## config.mk

```make
export PLATFORM = sky130hd
export DESIGN_NAME = hack_cpu
export DESIGN_NICKNAME = d
export VERILOG_FILES = /design/src/rtl/hack_cpu.sv
export SDC_FILE = /design/constraint.sdc
export NUM_CORES = 1
export LEC_CHECK = 0
export CAP_MARGIN = 20
export CORE_MARGIN = 4
export CORE_UTILIZATION = 57
export CTS_CLUSTER_SIZE = 25
export DETAILED_ROUTE_END_ITERATION = 10
export PLACE_DENSITY_LB_ADDON = 0.25
export SLEW_MARGIN = 40
export SYNTH_ARGS = -nofsm -noshare
export SYNTH_HDL_FRONTEND = slang
export SYNTH_HIERARCHICAL = 1
export SYNTH_SLANG_ARGS = --single-unit
```

## constraint.sdc

```tcl
create_clock -name clk -period 15.65 [get_ports clk]
set_input_delay 3.9125 -clock clk [delete_from_list [all_inputs] [get_ports clk]]
set_output_delay 3.9125 -clock clk [all_outputs]
set_load 0.02 [all_outputs]
```

## src/rtl/hack_cpu.sv

```systemverilog
// Hack CPU: single-cycle A/D/PC datapath, instruction decode and jump logic around the Hack ALU.
// hack_alu is the ALU the CPU instantiates; it is kept in this file so the design stays self-contained.

module hack_alu (
  input  logic [15:0] x,
  input  logic [15:0] y,
  input  logic        zx,
  input  logic        nx,
  input  logic        zy,
  input  logic        ny,
  input  logic        f,
  input  logic        no,
  output logic [15:0] out,
  output logic        zr,
  output logic        ng
);
  logic [15:0] x_z, x_n, y_z, y_n, res;

  always_comb begin
    x_z = zx ? 16'h0000 : x;
    x_n = nx ? ~x_z : x_z;
    y_z = zy ? 16'h0000 : y;
    y_n = ny ? ~y_z : y_z;
    res = f ? (x_n + y_n) : (x_n & y_n);
    out = no ? ~res : res;
    zr  = (out == 16'h0000);
    ng  = out[15];
  end
endmodule

module hack_cpu #(
  parameter int unsigned PC_W     = 15,
  parameter int unsigned RESET_PC = 0
) (
  input  logic            clk,
  input  logic            reset,
  input  logic [15:0]     instruction,
  input  logic [15:0]     inM,
  output logic [15:0]     outM,
  output logic            writeM,
  output logic [PC_W-1:0] addressM,
  output logic [PC_W-1:0] pc
);
  logic [15:0]     a_q, a_d, d_q, d_d;
  logic [PC_W-1:0] pc_q, pc_d;
  logic [15:0]     alu_y, alu_out;
  logic            alu_zr, alu_ng;
  logic            is_c, sel_m, dst_a, dst_d, dst_m, jump;
  logic            unused_bits;

  // Instruction field decode
  assign is_c        = instruction[15];
  assign sel_m       = instruction[12];
  assign dst_a       = instruction[5];
  assign dst_d       = instruction[4];
  assign dst_m       = instruction[3];
  assign unused_bits = ^instruction[14:13];

  assign alu_y = sel_m ? inM : a_q;

  hack_alu u_alu (
    .x   (d_q),
    .y   (alu_y),
    .zx  (instruction[11]),
    .nx  (instruction[10]),
    .zy  (instruction[9]),
    .ny  (instruction[8]),
    .f   (instruction[7]),
    .no  (instruction[6]),
    .out (alu_out),
    .zr  (alu_zr),
    .ng  (alu_ng)
  );

  assign jump = is_c & ((instruction[2] & alu_ng) |
                        (instruction[1] & alu_zr) |
                        (instruction[0] & ~alu_ng & ~alu_zr));

  // Next-state: destinations and jump both see the pre-update A
  always_comb begin
    a_d  = a_q;
    d_d  = d_q;
    pc_d = pc_q + PC_W'(1);
    if (!is_c) begin
      a_d = instruction;
    end else begin
      if (dst_a) a_d = alu_out;
      if (dst_d) d_d = alu_out;
    end
    if (jump) pc_d = a_q[PC_W-1:0];
  end

  always_ff @(posedge clk) begin
    if (reset) begin
      a_q  <= 16'h0000;
      d_q  <= 16'h0000;
      pc_q <= PC_W'(RESET_PC);
    end else begin
      a_q  <= a_d;
      d_q  <= d_d;
      pc_q <= pc_d;
    end
  end

  assign outM     = alu_out;
  assign writeM   = is_c & dst_m & ~reset;
  assign addressM = a_q[PC_W-1:0];
  assign pc       = pc_q;
endmodule

```

==> summary.txt <==
Yosys
  • Cells after Synth: 500
  • Post-synth EDFFs: 0
  • Avg Cell Area, Syn: 8.23 um^2
  • Register area share after synthesis: 22.9%
  • Synthesized area: 4120 um^2
  • Ys flop type: dfxtp_1
  • Yosys reg bits: 47
  • Ys Warns: 6
  • Synth unique cells: 58
  • Synth async-reset ratio: 0%
  • Syn nets: 552

Setup path
  • Worst Setup End Kind: primary output
  • Cell Chain, Critical Path: clkdlybuf4s50_1, mux2_2, nand2b_1, xnor2_1, ha_1, fa_1, a21o_1, a221oi_2, nor4_1, o31ai_1, nand4b_1, o311a_1, xnor2_1, clkdlybuf4s50_1
  • Crit-path slowest cell: clkdlybuf4s50_1
  • CP Class: in2out
  • Worst Path Required: 11.74 ns
  • Worst R2R End: pc[10]
  • Flop2flop setup slack: 10.77 ns
  • Crit-path max FO: 17
  • Crit-path max cell delay: 0.98 ns
  • Startpoint type of the worst setup path: input pin
  • CP Data Arrival Time: 8.59 ns
  • Worst R2R Path Depth: 17
  • Reg2Reg Launch Point: a_q[0]

STA
  • Period utilisation layout: 79.9%
  • Relative slew margins: 47.7%
  • Unrepaired setup endpoints after global routing: no
  • Final setup fails: 0
  • Final WS setup: 3.14 ns
  • Fmax: 80.0 MHz
  • Min Tclk post-route: 12.51 ns
  • Final-report max-slew violation count: 0
  • Tightest Pin Transition: 0.783 ns
  • Clk_skew: 0.00727 ns
  • Setup TNS: 0 ns
  • Final hold violation count: 0

Clock network
  • CTS tree: built
  • # resized after CTS: 0
  • Clock buffer depth: 2
  • Inserted Clock Buffers: 5
  • Clock sink count: 47
  • Post-CTS setup buffers: 0
  • H-tree levels: 2
  • Root Buffer: clkbuf_8
  • Post-CTS Hold Fix Bufs: 0
  • Worst-Skew Late Latency: 0.31 ns
  • Clk pin slew, worst setup/hold paths: 0.09 ns

Global route
  • Grt ovf: 0
  • Initial antenna violation count: 0
  • First-pass GRT wire length: 18.6 mm
  • Largest net degree at the start of global routing: 49
  • Number of global-route vias before repair: 3,750
  • GRT Overall Usage: 26.7%

Worst hold path
  • Hold Path Depth: 2
  • Hold WC Path Type: reg2reg
  • Hold EP: d_q[8]
  • Worst Hold Launch: d_q[8]

Final layout
  • Share of layout cells above drive strength 1: 8.66%
  • Synth-to-Final Area Change: 19.9%
  • # fillers: 582
  • Most frequent cells in the layout: clkdlybuf4s50_1 (76), xnor2_1 (60), dfxtp_1 (47)
  • Commonest non-fill, non-tap cell in the layout: clkdlybuf4s50_1
  • Nets: 594
  • Antenna cells: 0
  • Final Instance Area: 4930 um^2

Placed design
  • Pre-CTS setup slack: 3.29 ns
  • DP HPWL: 8.46 mm
  • DP Area: 4800 um^2
  • I/O Buffers: 80
  • RePlAce Congestion: 0.892

Routing
  • Vias: 3,812
  • WL/cell: 17.9 um
  • Pre-antenna DRT Iters: 5
  • Routed Antenna Nets: 0
  • Number of DRC markers in iteration 0: 225
  • Residual DRC: 0
  • WL final: 11.4 mm
  • Vias per cell: 5.97

Floorplanning
  • Num ports: 81
  • Placeable Area: 6910 um^2
  • DIE HEIGHT: 93.0 um
  • Die X: 93.0 um
  • DIE AREA: 8640 um^2
  • Row count: 30
  • Initial Util: 59.6%

Power and ir drop
  • Leakage: 1.79 nW
  • Peak VDD IR: 0.0000932 V
  • Power per cell area: 108 nW/um^2

Flow run
  • # Max-Cap Violations: 0

Run status
  • Status: complete, no violations
state kept, by name, indices dropped and copies added (netlist names):
signal	flops
a_q	16
d_q	16
pc	15
layout make-up:
| cell class | instances | area (um^2) | share of cell area, % |
|---|---|---|---|
| Tap cell | 96 | 120 | 2.44 |
| Inverter | 10 | 37.5 | 0.761 |
| Multi-Input combinational cell | 395 | 2900 | 58.8 |
| Timing Repair Buffer | 83 | 803 | 16.3 |
| Clock inverter | 2 | 60.1 | 1.22 |
| Clock buffer | 6 | 72.6 | 1.47 |
| Sequential cell | 47 | 941 | 19.1 |
metrics by stage:
step / util, % / instances / power, mW / hold WS, ns
after floorplan: - / 500 / 0.336 / 0.437
after global placement: 69.7 / 631 / 0.416 / 0.442
after detailed placement: 69.5 / 631 / 0.424 / 0.448
after CTS: 71.4 / 639 / 0.532 / 0.460
after global routing: 71.4 / 639 / 0.564 / 0.486
final: 71.4 / 639 / 0.533 / 0.460
worst max-delay path: cells and delay by family:
kind / cells / cell delay (ns)
simple gates: 3 / 0.36
buf+inv: 2 / 1.67
compound gates: 4 / 1.12
mux: 1 / 0.41
fa+ha+maj: 2 / 0.69
xor+xnor: 2 / 0.44
worst max path at each step:
| stage | start | to | slack, ns | cells past startpoint |
|---|---|---|---|---|
| 2_1_floorplan | instruction[8] | outM[14] | 4.63 | 12 |
| 3_3_place_gp | instruction[12] | outM[14] | 3.36 | 14 |
| 3_5_place_dp | instruction[12] | outM[14] | 3.29 | 14 |
| 4_1_cts | instruction[12] | outM[14] | 3.24 | 14 |
| 5_1_grt | instruction[12] | outM[15] | 2.94 | 13 |
| 6_report | instruction[12] | outM[14] | 3.14 | 14 |
metal layers:
metal | wire length (um) | track usage [%]
met2 | 5690 | 47.1
met4 | 225 | 7.08
met3 | 597 | 4.18
met1 | 4900 | 33.7
met5 | 0 | 0
cell families after synthesis:
| logic type | count (synthesis) | synth area share, % |
|---|---|---|
| AOI/OAI and AO/OA | 96 | 16.1 |
| buffers and inverters | 58 | 6.99 |
| muxes | 42 | 10.7 |
| DFF | 47 | 22.9 |
| adders and majority gates | 18 | 5.66 |
| and+or+nand+nor | 171 | 23.2 |
| xor gates and xnor gates | 68 | 14.5 |
where the power goes:
part,switching (mW),leakage (nW),internal [mW]
logic,0.152,1.34,0.122
registers,0.0172,0.388,0.134
clock network,0.0437,0.0654,0.0639
synthesized netlist by cell type, types with 16 or more instances:
library cell	n	area [um^2]
nand2b_1	32	200
nor2_1	37	139
nand2_1	46	173
mux2_2	17	191
mux2i_1	25	250
xnor2_1	60	526
ha_1	17	213
clkbuf_1	23	86.3
dfxtp_1	47	941
a21oi_1	28	140
a211oi_1	30	225
buf_4	16	120
(Power assumes the default switching activity.)
